## src/rtl/mips_mc_ctrl_pkg.sv

```systemverilog
// Shared types and encodings for the multicycle MIPS main controller.
// Optional feature macro: MIPS_CTRL_ADDI_EN adds the ADDIEX/ADDIWB states.
package mips_ctrl_pkg;

  typedef enum logic [3:0] {
    IDLE     = 4'd0,
    FETCH    = 4'd1,
    DECODE   = 4'd2,
    MEMADR   = 4'd3,
    MEMREAD  = 4'd4,
    MEMWB    = 4'd5,
    MEMWRITE = 4'd6,
    EXECUTE  = 4'd7,
    ALUWB    = 4'd8,
    BRANCH   = 4'd9,
    JUMP     = 4'd10
`ifdef MIPS_CTRL_ADDI_EN
    ,
    ADDIEX   = 4'd11,
    ADDIWB   = 4'd12
`endif
  } state_t;

  localparam logic [5:0] OP_RTYPE = 6'b000000;
  localparam logic [5:0] OP_LW    = 6'b100011;
  localparam logic [5:0] OP_SW    = 6'b101011;
  localparam logic [5:0] OP_BEQ   = 6'b000100;
  localparam logic [5:0] OP_J     = 6'b000010;
  localparam logic [5:0] OP_ADDI  = 6'b001000;

  localparam logic [5:0] FN_ADD = 6'b100000;
  localparam logic [5:0] FN_SUB = 6'b100010;
  localparam logic [5:0] FN_AND = 6'b100100;
  localparam logic [5:0] FN_OR  = 6'b100101;
  localparam logic [5:0] FN_SLT = 6'b101010;

  localparam logic [2:0] ALU_ADD = 3'b010;
  localparam logic [2:0] ALU_SUB = 3'b110;
  localparam logic [2:0] ALU_AND = 3'b000;
  localparam logic [2:0] ALU_OR  = 3'b001;
  localparam logic [2:0] ALU_SLT = 3'b111;

  localparam logic [1:0] SRCB_WD     = 2'b00;
  localparam logic [1:0] SRCB_FOUR   = 2'b01;
  localparam logic [1:0] SRCB_IMM    = 2'b10;
  localparam logic [1:0] SRCB_IMM_SH = 2'b11;

  localparam logic [1:0] PCSRC_ALU = 2'b00;
  localparam logic [1:0] PCSRC_OUT = 2'b01;
  localparam logic [1:0] PCSRC_JMP = 2'b10;

  // fetch marks the state whose IRWrite/PCWrite are qualified by mem_ready
  typedef struct packed {
    logic       iord;
    logic       mem_write;
    logic       fetch;
    logic       reg_dst;
    logic       mem_to_reg;
    logic       reg_write;
    logic       alu_src_a;
    logic [1:0] alu_src_b;
    logic [2:0] alu_ctl;
    logic [1:0] pc_src;
    logic       pc_write;
    logic       branch;
  } ctrl_t;

  function automatic ctrl_t ctrl_decode(input state_t s, input logic [2:0] rtype_ctl);
    ctrl_t c;
    c = '0;
    case (s)
      FETCH: begin
        c.fetch     = 1'b1;
        c.pc_write  = 1'b1;
        c.alu_src_b = SRCB_FOUR;
        c.alu_ctl   = ALU_ADD;
        c.pc_src    = PCSRC_ALU;
      end
      DECODE: begin
        c.alu_src_b = SRCB_IMM_SH;
        c.alu_ctl   = ALU_ADD;
      end
      MEMADR: begin
        c.alu_src_a = 1'b1;
        c.alu_src_b = SRCB_IMM;
        c.alu_ctl   = ALU_ADD;
      end
      MEMREAD: c.iord = 1'b1;
      MEMWB: begin
        c.mem_to_reg = 1'b1;
        c.reg_write  = 1'b1;
      end
      MEMWRITE: begin
        c.iord      = 1'b1;
        c.mem_write = 1'b1;
      end
      EXECUTE: begin
        c.alu_src_a = 1'b1;
        c.alu_src_b = SRCB_WD;
        c.alu_ctl   = rtype_ctl;
      end
      ALUWB: begin
        c.reg_dst   = 1'b1;
        c.reg_write = 1'b1;
      end
      BRANCH: begin
        c.alu_src_a = 1'b1;
        c.alu_src_b = SRCB_WD;
        c.alu_ctl   = ALU_SUB;
        c.pc_src    = PCSRC_OUT;
        c.branch    = 1'b1;
      end
      JUMP: begin
        c.pc_src   = PCSRC_JMP;
        c.pc_write = 1'b1;
      end
`ifdef MIPS_CTRL_ADDI_EN
      ADDIEX: begin
        c.alu_src_a = 1'b1;
        c.alu_src_b = SRCB_IMM;
        c.alu_ctl   = ALU_ADD;
      end
      ADDIWB: c.reg_write = 1'b1;
`endif
      default: ;
    endcase
    return c;
  endfunction

endpackage

```

## src/rtl/mips_mc_ctrl_if.sv

```systemverilog
// Controller <-> datapath bundle: decoded instruction fields in, strobes and selects out.
interface mips_mc_ctrl_if;
  logic [5:0] opcode;
  logic [5:0] funct;
  logic       zero_i;
  logic       mem_ready;
  logic       IorD;
  logic       MemWrite;
  logic       IRWrite;
  logic       RegDst;
  logic       MemtoReg;
  logic       RegWrite;
  logic       ALUSrcA;
  logic [1:0] ALUSrcB;
  logic [2:0] ALUControl;
  logic [1:0] PCSrc;
  logic       PCEn;
  logic       illegal_o;
  logic [3:0] state_o;

  modport master (
    input  opcode, funct, zero_i, mem_ready,
    output IorD, MemWrite, IRWrite, RegDst, MemtoReg, RegWrite,
           ALUSrcA, ALUSrcB, ALUControl, PCSrc, PCEn, illegal_o, state_o
  );

  modport slave (
    output opcode, funct, zero_i, mem_ready,
    input  IorD, MemWrite, IRWrite, RegDst, MemtoReg, RegWrite,
           ALUSrcA, ALUSrcB, ALUControl, PCSrc, PCEn, illegal_o, state_o
  );
endinterface

```

## src/rtl/mips_mc_ctrl_alu_dec.sv

```systemverilog
// R-type funct decoder: ALU operation plus a flag for unsupported funct codes.
module mips_alu_dec
  import mips_ctrl_pkg::*;
(
  input  logic [5:0] funct,
  output logic [2:0] alu_ctl,
  output logic       funct_illegal
);

  always_comb begin
    alu_ctl       = ALU_ADD;
    funct_illegal = 1'b0;
    case (funct)
      FN_ADD:  alu_ctl = ALU_ADD;
      FN_SUB:  alu_ctl = ALU_SUB;
      FN_AND:  alu_ctl = ALU_AND;
      FN_OR:   alu_ctl = ALU_OR;
      FN_SLT:  alu_ctl = ALU_SLT;
      default: funct_illegal = 1'b1;
    endcase
  end

endmodule

```

## src/rtl/mips_mc_ctrl.sv

```systemverilog
// Multicycle MIPS main controller (Moore FSM, registered control outputs).
// Optional feature macro: MIPS_CTRL_ADDI_EN enables the addi execute/write-back path.
module mips_mc_ctrl
  import mips_ctrl_pkg::*;
#(
  parameter bit ILLEGAL_TRAP = 1'b1
) (
  input logic            clk_i_top,
  input logic            rst_i_top,
  mips_mc_ctrl_if.master bus
);

  state_t     state;
  state_t     state_nxt;
  ctrl_t      ctrl;
  logic       illegal;
  logic       set_illegal;
  logic [2:0] rtype_ctl;
  logic       funct_illegal;

  mips_alu_dec u_alu_dec (
    .funct         (bus.funct),
    .alu_ctl       (rtype_ctl),
    .funct_illegal (funct_illegal)
  );

  always_comb begin
    state_nxt   = state;
    set_illegal = 1'b0;
    case (state)
      IDLE:  state_nxt = FETCH;
      FETCH: if (bus.mem_ready) state_nxt = DECODE;
      DECODE: begin
        case (bus.opcode)
          OP_LW, OP_SW: state_nxt = MEMADR;
          OP_RTYPE:     state_nxt = EXECUTE;
          OP_BEQ:       state_nxt = BRANCH;
          OP_J:         state_nxt = JUMP;
`ifdef MIPS_CTRL_ADDI_EN
          OP_ADDI:      state_nxt = ADDIEX;
`endif
          default: begin
            state_nxt   = FETCH;
            set_illegal = 1'b1;
          end
        endcase
      end
      MEMADR:   state_nxt = (bus.opcode == OP_SW) ? MEMWRITE : MEMREAD;
      MEMREAD:  if (bus.mem_ready) state_nxt = MEMWB;
      MEMWB:    state_nxt = FETCH;
      MEMWRITE: if (bus.mem_ready) state_nxt = FETCH;
      // An unsupported funct still computes an add but skips write-back
      EXECUTE: begin
        if (funct_illegal) begin
          state_nxt   = FETCH;
          set_illegal = 1'b1;
        end else begin
          state_nxt = ALUWB;
        end
      end
      ALUWB:    state_nxt = FETCH;
      BRANCH:   state_nxt = FETCH;
      JUMP:     state_nxt = FETCH;
`ifdef MIPS_CTRL_ADDI_EN
      ADDIEX:   state_nxt = ADDIWB;
      ADDIWB:   state_nxt = FETCH;
`endif
      default:  state_nxt = IDLE;
    endcase
  end

  // Outputs are decoded from the next state so they line up with the state register
  always_ff @(posedge clk_i_top) begin
    if (rst_i_top) begin
      state   <= IDLE;
      ctrl    <= '0;
      illegal <= 1'b0;
    end else begin
      state <= state_nxt;
      ctrl  <= ctrl_decode(state_nxt, rtype_ctl);
      if (set_illegal && ILLEGAL_TRAP) illegal <= 1'b1;
    end
  end

  assign bus.IorD       = ctrl.iord;
  assign bus.MemWrite   = ctrl.mem_write;
  assign bus.RegDst     = ctrl.reg_dst;
  assign bus.MemtoReg   = ctrl.mem_to_reg;
  assign bus.RegWrite   = ctrl.reg_write;
  assign bus.ALUSrcA    = ctrl.alu_src_a;
  assign bus.ALUSrcB    = ctrl.alu_src_b;
  assign bus.ALUControl = ctrl.alu_ctl;
  assign bus.PCSrc      = ctrl.pc_src;
  assign bus.illegal_o  = illegal;
  assign bus.state_o    = state;

  // Fetch-side loads only commit on the cycle memory actually returns the word
  assign bus.IRWrite = ctrl.fetch & bus.mem_ready;
  assign bus.PCEn    = (ctrl.pc_write & (bus.mem_ready | ~ctrl.fetch))
                     | (ctrl.branch & bus.zero_i);

endmodule

```

## src/flat_wrapper.sv

```systemverilog
// flat-port wrapper written by rule: the top's interface ports become plain ports
module mips_mc_ctrl_flat import mips_ctrl_pkg::*;
#(
  parameter bit ILLEGAL_TRAP = 1'b1
)
  (clk_i_top, rst_i_top, bus_opcode, bus_funct, bus_zero_i, bus_mem_ready, bus_IorD, bus_MemWrite, bus_IRWrite, bus_RegDst, bus_MemtoReg, bus_RegWrite, bus_ALUSrcA, bus_ALUSrcB, bus_ALUControl, bus_PCSrc, bus_PCEn, bus_illegal_o, bus_state_o);
  mips_mc_ctrl_if bus_i ();
  input logic clk_i_top;
  input logic rst_i_top;
  input wire logic [$bits(bus_i.opcode)-1:0] bus_opcode;
  input wire logic [$bits(bus_i.funct)-1:0] bus_funct;
  input wire logic [$bits(bus_i.zero_i)-1:0] bus_zero_i;
  input wire logic [$bits(bus_i.mem_ready)-1:0] bus_mem_ready;
  output wire logic [$bits(bus_i.IorD)-1:0] bus_IorD;
  output wire logic [$bits(bus_i.MemWrite)-1:0] bus_MemWrite;
  output wire logic [$bits(bus_i.IRWrite)-1:0] bus_IRWrite;
  output wire logic [$bits(bus_i.RegDst)-1:0] bus_RegDst;
  output wire logic [$bits(bus_i.MemtoReg)-1:0] bus_MemtoReg;
  output wire logic [$bits(bus_i.RegWrite)-1:0] bus_RegWrite;
  output wire logic [$bits(bus_i.ALUSrcA)-1:0] bus_ALUSrcA;
  output wire logic [$bits(bus_i.ALUSrcB)-1:0] bus_ALUSrcB;
  output wire logic [$bits(bus_i.ALUControl)-1:0] bus_ALUControl;
  output wire logic [$bits(bus_i.PCSrc)-1:0] bus_PCSrc;
  output wire logic [$bits(bus_i.PCEn)-1:0] bus_PCEn;
  output wire logic [$bits(bus_i.illegal_o)-1:0] bus_illegal_o;
  output wire logic [$bits(bus_i.state_o)-1:0] bus_state_o;
  assign bus_i.opcode = bus_opcode;
  assign bus_i.funct = bus_funct;
  assign bus_i.zero_i = bus_zero_i;
  assign bus_i.mem_ready = bus_mem_ready;
  assign bus_IorD = bus_i.IorD;
  assign bus_MemWrite = bus_i.MemWrite;
  assign bus_IRWrite = bus_i.IRWrite;
  assign bus_RegDst = bus_i.RegDst;
  assign bus_MemtoReg = bus_i.MemtoReg;
  assign bus_RegWrite = bus_i.RegWrite;
  assign bus_ALUSrcA = bus_i.ALUSrcA;
  assign bus_ALUSrcB = bus_i.ALUSrcB;
  assign bus_ALUControl = bus_i.ALUControl;
  assign bus_PCSrc = bus_i.PCSrc;
  assign bus_PCEn = bus_i.PCEn;
  assign bus_illegal_o = bus_i.illegal_o;
  assign bus_state_o = bus_i.state_o;
  mips_mc_ctrl #(.ILLEGAL_TRAP(ILLEGAL_TRAP)) u_core (.clk_i_top(clk_i_top), .rst_i_top(rst_i_top), .bus(bus_i));
endmodule
```

## config.mk

```make
export PLATFORM = sky130hd
export DESIGN_NAME = mips_mc_ctrl_flat
export DESIGN_NICKNAME = d
export VERILOG_FILES = /design/src/rtl/mips_mc_ctrl_pkg.sv /design/src/rtl/mips_mc_ctrl_if.sv /design/src/rtl/mips_mc_ctrl_alu_dec.sv /design/src/rtl/mips_mc_ctrl.sv /design/src/flat_wrapper.sv
export SDC_FILE = /design/constraint.sdc
export NUM_CORES = 1
export LEC_CHECK = 0
export CAP_MARGIN = 20
export CORE_MARGIN = 2
export CORE_UTILIZATION = 45
export DETAILED_ROUTE_END_ITERATION = 8
export GPL_ROUTABILITY_DRIVEN = 0
export PLACE_DENSITY = 0.79
export SLEW_MARGIN = 20
export SYNTH_ARGS = -nofsm -noshare
export SYNTH_HDL_FRONTEND = slang
export SYNTH_SLANG_ARGS = --single-unit
```

## constraint.sdc

```tcl
create_clock -name clk_i_top -period 1.8 [get_ports clk_i_top]
set_input_delay 0.18 -clock clk_i_top [delete_from_list [all_inputs] [get_ports clk_i_top]]
set_output_delay 0.18 -clock clk_i_top [all_outputs]
set_load 0.05 [all_outputs]
```

==> results of run 1 <==
-- power by group --
| part | internal, uW | total (uW) | switching, uW |
|---|---|---|---|
| Combinational | 151 | 315 | 164 |
| Sequential | 463 | 479 | 15.6 |
| Clock | 225 | 377 | 152 |
-- cell usage in the layout (no fill, tap or decap), types with 2 or more instances in the layout --
cell,instances
clkdlybuf4s50_1,28
buf_4,26
dfxtp_1,16
nor2_1,13
nand2b_1,5
dfxtp_2,4
nand3_1,3
a21oi_2,3
a31oi_1,3
nor2b_1,3
nand4_1,3
nor3b_1,3
a21oi_1,3
clkbuf_4,3
and2_1,2
a22o_1,2
mux2i_1,2
inv_1,2
and4b_1,2
nor3_1,2
nand4b_1,2
or2_4,2
o21ai_1,2
nand2_2,2
dlymetal6s2s_1,2
buf_12,2
-- worst max-delay path, cell delays in order (launching register included) --
cell and delay [ns]:
dfxtp_2 0.39, nor4b_4 0.36, a21boi_2 0.29, a311oi_4 0.08, buf_4 0.16, or2_4 0.25
a21oi_2 0.13
-- area by class of cell --
type | instances | area [um2] | area share
well taps | 28 | 35.03 | 0.02107
clock inverters | 1 | 30.03 | 0.01806
clock buffers | 3 | 22.52 | 0.01354
flip-flops and latches | 20 | 405.4 | 0.2438
repair buffers | 58 | 540.5 | 0.3251
multi-input cells | 79 | 613.1 | 0.3687
inverters | 3 | 16.27 | 0.009782
-- per-layer routing --
layer | track usage | part of all wire | up-vias
li1 | - | - | 504
met1 | 0.2470 | 0.40 | 457
met2 | 0.3807 | 0.50 | 61
met3 | 0.03672 | 0.077 | 16
met4 | 0.08547 | 0.025 | 0
met5 | 0 | 0 | -
-- kinds of logic after synthesis --
group,count (synthesis)
simple gates,52
mux,2
flops,20
xor+xnor,1
compound gates,24
buf+inv,13
-- worst paths after layout --
kind	end	slack, ns	cells after the start
setup reg to reg	u_core.bus.ALUSrcB[0]	0.08	6
hold / removal	u_core.bus.ALUControl[1]	0.51	5
setup / recovery	u_core.bus.ALUSrcB[0]	0.08	6
hold reg to reg	u_core.bus.illegal_o	0.53	2
-- registers in the layout, indices dropped and copies added, names as in the netlist --
register and cells:
u_core.bus.ALUControl 3, u_core.bus.ALUSrcA 1, u_core.bus.ALUSrcB 2, u_core.bus.IorD 1, u_core.bus.MemWrite 1, u_core.bus.MemtoReg 1
u_core.bus.PCSrc 1, u_core.bus.RegDst 1, u_core.bus.RegWrite 1, u_core.bus.illegal_o 1, u_core.bus.state_o 4, u_core.ctrl 3
-- through the flow --
step | util | total power, uW | TNS (ns)
6_report | 0.7375 | 1171 | 0
2_1_floorplan | - | 660.1 | 0
4_1_cts | 0.7303 | 1168 | 0
3_5_place_dp | 0.7053 | 799.8 | -2.954
5_1_grt | 0.7375 | 1206 | 0
3_3_place_gp | 0.7053 | 792.4 | -1.867
-- repair_timing --
action | in CTS | in global routing
setup endpoints to repair | 1 | 9
pin swaps | 0 | 2
resized for setup | 1 | 5
==> impl_metrics.tcl, run 1 <==
set metrics [dict create \
    cts.path.max_buffers 2 \
    setup_viol 0 \
    cp_data_required_time_ns 2.05 \
    synth_top_family_by_area "simple AND/OR/NAND/NOR gates" \
    routed_wl_mm 2.643 \
    crit_type "reg -> reg" \
    postCtsHoldBufs 0 \
    syn_avg_cell_area_um2 9.775 \
    fin_nets 181 \
    drtPass1Iterations 4 \
    fp.dieW_um 53.33 \
    placed_area_um2 1590 \
    synthXorXnorAreaFrac 0.008000 \
    placed_cells 188 \
    drt_iter0_markers 29 \
    fin_crit_sh 0.9561 \
    row_count 17 \
    grt_pass1_vias 986 \
    synth-simple-area-share 0.3291 \
    routed-via-count 1038 \
    yosysMostFrequentCell "dfxtp_1" \
    root_buffer "clkbuf_4" \
    ys_ff_latch 20 \
    tritoncts "done" \
    yosys_warnings 0 \
    max_cap_viol_count 0 \
    viasPerCell 5.406 \
    die_h_um 53.33 \
    grt_usage 0.2130 \
    design_area_um2 1663 \
    grt_max_degree 13 \
    path_clk_slew_ns 0.13 \
    synth_cells 112 \
    drive_gt1_frac 0.3415 \
    power_density_nw_per_um2 704.1 \
    synth_area_leader_cell "dfxtp_1" \
    die_area_um2 2844 \
    synth_compound_area_frac 0.1909 \
    crit_fanout 7 \
    synth_area_um2 1095 \
    io_pins 36 \
    ir_worst_vdd_v 0.0004777 \
    core_area_um2 2255 \
    leakage_uw 0.0006653 \
    synth.area.mux_share 0.01829 \
    start_util 0.4856 \
    relSlewSlack 0.6453 \
    holdWs_ns 0.5138 \
    final_cells 192 \
    cts_setup_buffers 0 \
    synth_area_leaders "dfxtp_1 (37%), buf_4 (4.8%), nor2_1 (4.5%)" \
    ant_nets 0 \
    startpoint_type "flop" \
    routedWlPerCell_um 13.77 \
    cts_made_buffers 3 \
    min-delay-start "bus_opcode[5]" \
    syn_nets 128 \
    synth_seq_area_share 0.3657 \
    grt_pass1_wl_mm 4.374 \
    fin_crit_ns 1.721 \
    rsz0062_at_grt "false" \
    yosysTopAreaCellShare 0.3657 \
    slew_violations 0 \
    status "complete, no violations" \
    synth-adder-area-share 0 \
    clkSinkCount 20 \
    endpoint_kind "flop" \
    worst_slack_ns 0.07906 \
    port_buffers 35 \
    clock.fmax_mhz 581.1 \
    n_antenna_cell 0 \
    area_growth_pct 51.89 \
    drc_errors 0 \
    synth_enable_flop_cells 0 \
    ctsHtreeMaxLevel 1 \
    netlist_top_cells_count "dfxtp_1 (20), nor2_1 (13), buf_4 (7)" \
    place_ws_ns -0.2695 \
    fillers 173 \
    clk_latency_ns 0.31 \
    worstMarginPinSlew_ns 0.5254 \
    worstReg2RegStart "u_core.bus.state_o[0]" \
    fin_skew_ns 0.004989 \
    startpoint "u_core.bus.state_o[0]" \
    grt_remaining_overflow 0 \
    crit_arrival_ns 1.97 \
    synth_ff_type "dfxtp_1" \
    place_hpwl_mm 2.059 \
    hold_viol_final 0 \
    synth_cell_type_count 44 \
    min_path_type "in -> reg" \
    antenna_found_initial 0 \
    synth-async-reset-ratio 0 \
]
Power figures use the tool's default switching activity.
==> run 2, diff against run 1 <==
--- a/config.mk
+++ b/config.mk
@@ -9,9 +9,9 @@
 export CORE_MARGIN = 2
 export CORE_UTILIZATION = 45
 export DETAILED_ROUTE_END_ITERATION = 8
-export GPL_ROUTABILITY_DRIVEN = 0
-export PLACE_DENSITY = 0.79
+export PLACE_DENSITY = 0.78
 export SLEW_MARGIN = 20
 export SYNTH_ARGS = -nofsm -noshare
 export SYNTH_HDL_FRONTEND = slang
+export SYNTH_HIERARCHICAL = 1
 export SYNTH_SLANG_ARGS = --single-unit
==> run 2 against run 1 <==
Total power decreased by 11%. Hold slack improved by 0.0040 ns. Synthesized cell count rose by 7.1%. Clock skew rose by 0.0028 ns. Largest power group unchanged. Combinational power shrank 4%. Utilization down 4.5 points.
==> impl_metrics.tcl, run 2 <==
set metrics [dict create \
    holdWs_ns 0.5178 \
    grt_pass1_wl_mm 4.064 \
    cts.path.max_buffers 2 \
    fin_crit_ns 1.677 \
    grt_max_degree 13 \
    netlist_top_cells_count "dfxtp_1 (20), nor2_1 (12), buf_4 (8)" \
    row_count 18 \
    synth_area_um2 1147 \
    synth-async-reset-ratio 0 \
    final_cell_mix "clkdlybuf4s50_1 (29), buf_4 (26), dfxtp_1 (16)" \
    status "complete, no violations" \
    crit_type "in -> reg" \
    placed_cells 196 \
    drc_errors 0 \
    reg2reg_setup_slack_ns 0.13 \
    power_density_nw_per_um2 611.0 \
    postCtsHoldBufs 0 \
    routed-via-count 1066 \
    clkSinkCount 20 \
    synth_area_leaders "dfxtp_1 (35%), buf_4 (5.2%), nor2_1 (3.9%)" \
    synth_ff_type "dfxtp_1" \
    design_area_um2 1700 \
    synth_area_leader_cell "dfxtp_1" \
    die_h_um 54.50 \
    n_antenna_cell 0 \
    cp_num_cells 8 \
    start_util 0.4674 \
    hold_viol_final 0 \
    hold_depth 2 \
    min-delay-start "u_core/bus.illegal_o" \
    ctsHtreeMaxLevel 1 \
    crit_fanout 11 \
    routedWlPerCell_um 13.17 \
    crit_arrival_ns 1.87 \
    ir_worst_vdd_v 0.0004091 \
    fin_skew_ns 0.007799 \
    placed_area_um2 1643 \
    root_buffer "clkbuf_4" \
    r2r_end "u_core/bus.ALUControl[1]" \
    final_common_cell "clkdlybuf4s50_1" \
    min_path_type "reg -> reg" \
    final_core_util 0.6927 \
    endpoint_kind "flop" \
    tritoncts "done" \
    yosysTopAreaCellShare 0.3490 \
    drive_gt1_frac 0.3275 \
    max_cap_viol_count 0 \
    place_hpwl_mm 2.096 \
    final_cells 201 \
    cts_made_buffers 3 \
    area_growth_pct 48.20 \
    largest_register_ffs 4 \
    synth_seq_area_share 0.3490 \
    startpoint_type "input pin" \
    cp_slowest_cell "clkdlybuf4s50_1" \
    fp.dieW_um 54.50 \
    die_area_um2 2970 \
    dr.max_layer_used "met4" \
    io_pins 36 \
    rsz0062_at_grt "false" \
    grt_remaining_overflow 0 \
    synth_cells 120 \
    viasPerCell 5.303 \
    setup_viol 0 \
    wl_met1_mm 1.133 \
    worstMarginPinSlew_ns 0.4977 \
    min_delay_worst_endpoint "u_core/bus.illegal_o" \
    leakage_uw 0.0007098 \
    core_area_um2 2455 \
    cp_data_required_time_ns 1.99 \
    met2_length_mm 1.412 \
    cp_slowest_stage_delay_ns 0.45 \
    clk_latency_ns 0.30 \
    path_cells "clkdlybuf4s50_1 -> and2b_2 -> nand3_1 -> inv_1 -> a221oi_2 -> a22o_2 -> nand2b_1 -> nor2_1" \
    fillers 187 \
    worstReg2RegStart "u_core/bus.state_o[2]" \
    grt_pass1_vias 956 \
    relSlewSlack 0.6672 \
    ys_ff_latch 20 \
    ant_nets 0 \
    port_buffers 35 \
    routed_wl_mm 2.647 \
    path_clk_slew_ns 0.11 \
    critical-path-top-delay-family "simple AND/OR/NAND/NOR gates" \
    regArea_um2 405.4 \
    gp_congestion 0.9096 \
    synth_enable_flop_cells 0 \
    yosys_warnings 6 \
    worst-r2r-cell-count 6 \
    multi_input_area_um2 659.4 \
    clock.fmax_mhz 596.4 \
    fin_crit_sh 0.9315 \
    slew_violations 0 \
    wl_met3_um 82 \
    drtPass1Iterations 4 \
    antenna_found_initial 0 \
    fin_nets 188 \
    yosysMostFrequentCell "dfxtp_1" \
    cp_num_buf_inv 2 \
    synth_cell_type_count 48 \
    syn_avg_cell_area_um2 9.561 \
    grt_usage 0.1910 \
    drt_iter0_markers 20 \
    syn_nets 136 \
]
==> run 2: cell types whose count changed after synthesis, moves of 3 or more <==
cell,previous run,this run
nand2_1,1,7
nor3_1,2,7
a31oi_1,3,0
nor3b_1,3,0
==> run 2: worst max path at each step <==
stage / from / end / slack, ns
after floorplan: u_core/bus.state_o[2] / u_core/bus.ALUControl[1] / -0.005
after global placement: bus_funct[4] / u_core/bus.ALUSrcA / -0.26
after detailed placement: bus_funct[4] / u_core/bus.PCSrc[1] / -0.33
after CTS: u_core/bus.state_o[0] / bus_state_o[0] / 0.04
after global routing: u_core/bus.state_o[2] / u_core/bus.ALUControl[1] / 0.003
final: bus_funct[4] / u_core/bus.PCSrc[1] / 0.12
==> run 2: per-layer routing <==
layer | vias up | GRT usage
met5 | - | 0
met4 | 0 | 0.06250
met3 | 2 | 0.008197
met2 | 31 | 0.3715
met1 | 506 | 0.2194
li1 | 527 | -
==> run 2: timing repair <==
item	4_1_cts	5_1_grt
setup endpoints to repair	1	3
pin swaps	0	2
resized for setup	1	4
hold endpoints to repair	0	0
setup buffers	0	1
==> run 2: through the flow <==
stage | setup slack (ns) | setup TNS [ns] | power, uW
2_1_floorplan | -0.005111 | -0.005111 | 664.3
4_1_cts | 0.04075 | 0 | 1044
5_1_grt | 0.002945 | 0 | 1083
6_report | 0.1234 | 0 | 1039
3_3_place_gp | -0.2609 | -3.295 | 782.2
3_5_place_dp | -0.3299 | -4.208 | 788.8
==> run 2: kinds of logic after synthesis <==
| logic type | synth area share |
|---|---|
| flops | 0.3490 |
| xor+xnor | 0.01527 |
| compound gates | 0.1930 |
| buf+inv | 0.08397 |
| simple gates | 0.3413 |
| mux | 0.01745 |
==> run 2: final cells by class <==
type | count | area share
clock buffers | 4 | 0.02134
inverters | 3 | 0.006623
multi-input cells | 85 | 0.3878
flip-flops and latches | 20 | 0.2384
well taps | 30 | 0.02208
repair buffers | 59 | 0.3238
==> run 2: worst register-to-register path, cell delays in order, from the launching register on <==
cell,delay [ns]
dfxtp_2,0.46
nor3b_2,0.28
a21oi_1,0.12
o22ai_2,0.31
o31ai_1,0.14
a221oi_2,0.23
nor2_1,0.05
==> run 2: power by group <==
group	internal (uW)	total [uW]	leakage [uW]	switching (uW)
clock	123	257	0.0000210	133
sequential	463	479	0.000165	15.8
combinational	142	303	0.000524	162
==> run 3, diff against run 2 <==
--- a/config.mk
+++ b/config.mk
@@ -7,9 +7,10 @@
 export LEC_CHECK = 0
 export CAP_MARGIN = 20
 export CORE_MARGIN = 2
-export CORE_UTILIZATION = 45
+export CORE_UTILIZATION = 41
 export DETAILED_ROUTE_END_ITERATION = 8
-export PLACE_DENSITY = 0.78
+export PLACE_DENSITY = 0.75
+export SETUP_SLACK_MARGIN = 0.5
 export SLEW_MARGIN = 20
 export SYNTH_ARGS = -nofsm -noshare
 export SYNTH_HDL_FRONTEND = slang
==> constraint.sdc (replaced) <==
create_clock -name clk_i_top -period 1.5 [get_ports clk_i_top]
set_input_delay 0.15 -clock clk_i_top [delete_from_list [all_inputs] [get_ports clk_i_top]]
set_output_delay 0.15 -clock clk_i_top [all_outputs]
set_load 0.05 [all_outputs]
==> run 3 against run 2 <==
The run now ends with negative setup slack left. Design area increased by 28%. Die area increased by 9.0%. Flip-flop and latch count unchanged. Largest cell class unchanged.
==> impl_metrics.tcl, run 3 (same netlist as run 2, synthesis figures left out) <==
set metrics [dict create \
    die_area_um2 3238 \
    slew_violations 0 \
    gp_congestion 0.9097 \
    ir_worst_vdd_v 0.0007296 \
    clock.fmax_mhz 577.9 \
    top_usage_layer "met2" \
    cts.path.max_buffers 2 \
    final_cell_mix "buf_4 (43), buf_6 (23), dfxtp_1 (12)" \
    drt_iter0_markers 48 \
    ant_nets 0 \
    path_clk_slew_ns 0.13 \
    use_met2 0.4253 \
    area_growth_pct 90.19 \
    grt_remaining_overflow 0 \
    min-delay-start "bus_funct[1]" \
    startpoint_type "flop" \
    tritoncts "done" \
    fin_crit_ns 1.730 \
    core_area_um2 2710 \
    crit_arrival_ns 1.98 \
    setup_viol 18 \
    postCtsHoldBufs 0 \
    endpoint_kind "flop" \
    use_met1 0.2553 \
    clk_latency_ns 0.32 \
    setup-tns-final_ns -1.794 \
    cp_slowest_stage_delay_ns 0.42 \
    routedWlPerCell_um 18.47 \
    io_pins 36 \
    row_count 19 \
    cpMostUsedCell "buf_6" \
    worstReg2RegStart "u_core/bus.state_o[1]" \
    n_antenna_cell 0 \
    drive_gt1_frac 0.6318 \
    routed_wl_mm 4.285 \
    clkSinkCount 20 \
    status "complete, but fails checks" \
    leakage_uw 0.0009514 \
    routed-via-count 1328 \
    cp_slowest_cell "dfxtp_4" \
    p_total_uw 1463 \
    rsz0062_at_grt "true" \
    hold_viol_final 0 \
    placed_area_um2 1699 \
    cts_made_buffers 3 \
    final_cells 232 \
    port_buffers 35 \
    fin_nets 218 \
    grt_max_degree 13 \
    power_density_nw_per_um2 670.6 \
    relSlewSlack 0.7450 \
    fin_crit_sh 1.154 \
    min_path_type "in -> reg" \
    startpoint "u_core/bus.state_o[1]" \
    drc_errors 0 \
    root_buffer "clkbuf_4" \
    drtPass1Iterations 4 \
    met3_usage 0.01613 \
    final_common_cell "buf_4" \
    grt_pass1_vias 1259 \
    max_cap_viol_count 0 \
    start_util 0.4234 \
    fp.dieW_um 56.90 \
    path_cells "buf_6 -> nor4b_4 -> buf_4 -> a32oi_4 -> buf_6 -> buf_6 -> nor2_4 -> nand2b_4 -> nor2_1" \
    fin_skew_ns 0.01210 \
    worst_slack_ns -0.2303 \
    die_h_um 56.90 \
    violations "negative setup slack" \
    place_hpwl_mm 2.329 \
    design_area_um2 2182 \
    cp_data_required_time_ns 1.74 \
    worstMarginPinSlew_ns 0.3812 \
    grt_pass1_wl_mm 5.651 \
    grt_usage 0.2235 \
    crit_type "reg -> reg" \
    viasPerCell 5.724 \
    ctsHtreeMaxLevel 1 \
    crit_fanout 7 \
    placed_cells 204 \
    largest_register_ffs 4 \
    antenna_found_initial 0 \
]
-- run 3: changes by cell type in the layout (fill, tap and decap cells not counted), sizes merged --
cell           previous run  this run
clkbuf                    4         5
buf                      28        72
dlygate4sd2               0         5
clkdlybuf4s50            29         8
nor2                     14        15
dlymetal6s2s              2         1
a22o                      2         3
-- run 3: cell type report --
| cell class | count | area (um2) |
|---|---|---|
| flip-flops and latches | 20 | 420.4 |
| inverters | 3 | 11.26 |
| fillers | 146 | 528.0 |
| well taps | 31 | 38.79 |
| repair buffers | 87 | 828.3 |
| multi-input cells | 87 | 835.8 |
| clock buffers | 4 | 47.55 |
-- run 3: through the flow --
| step | setup WS [ns] | hold slack (ns) | util |
|---|---|---|---|
| final | -0.2303 | 0.4119 | 0.8052 |
| after global routing | -0.2709 | 0.4426 | 0.8052 |
| after CTS | -0.07256 | 0.4996 | 0.7290 |
| after detailed placement | -0.5404 | 0.5377 | 0.6270 |
| after global placement | -0.4798 | 0.5294 | 0.6270 |
| after floorplan | -0.1757 | 0.2119 | - |
-- run 3: worst paths after layout --
check / endpoint / slack (ns) / cells past startpoint
max: u_core/bus.RegDst / -0.23 / 9
min: u_core/bus.ALUControl[1] / 0.41 / 6
max reg2reg: u_core/bus.RegDst / -0.23 / 9
min reg2reg: u_core/bus.illegal_o / 0.59 / 2
-- run 3: per-layer routing --
layer	up-vias	routed length, um
met4	0	168
met1	644	1704
met5	-	0
met2	62	2208
li1	599	-
met3	23	204
-- run 3: critical path, delay by kind of cell, from the launching register on --
family          cells  cell delay (ns)
compound gates      1             0.12
buf+inv             4             0.56
flops               1             0.42
simple gates        4             0.56
-- run 3: report_power, final --
group	switching, uW	total, uW	leakage (uW)	internal, uW
combinational	251	490	0.000758	239
sequential	22.5	575	0.000167	553
clock	194	398	0.0000261	204
total	467	1460	0.000951	996
-- run 3: repair_timing --
action,in CTS,in global routing
resized for setup,35,37
endpoints found under the setup margin,29,33
pin swaps,11,19
setup buffers,15,7
gates cloned,2,0
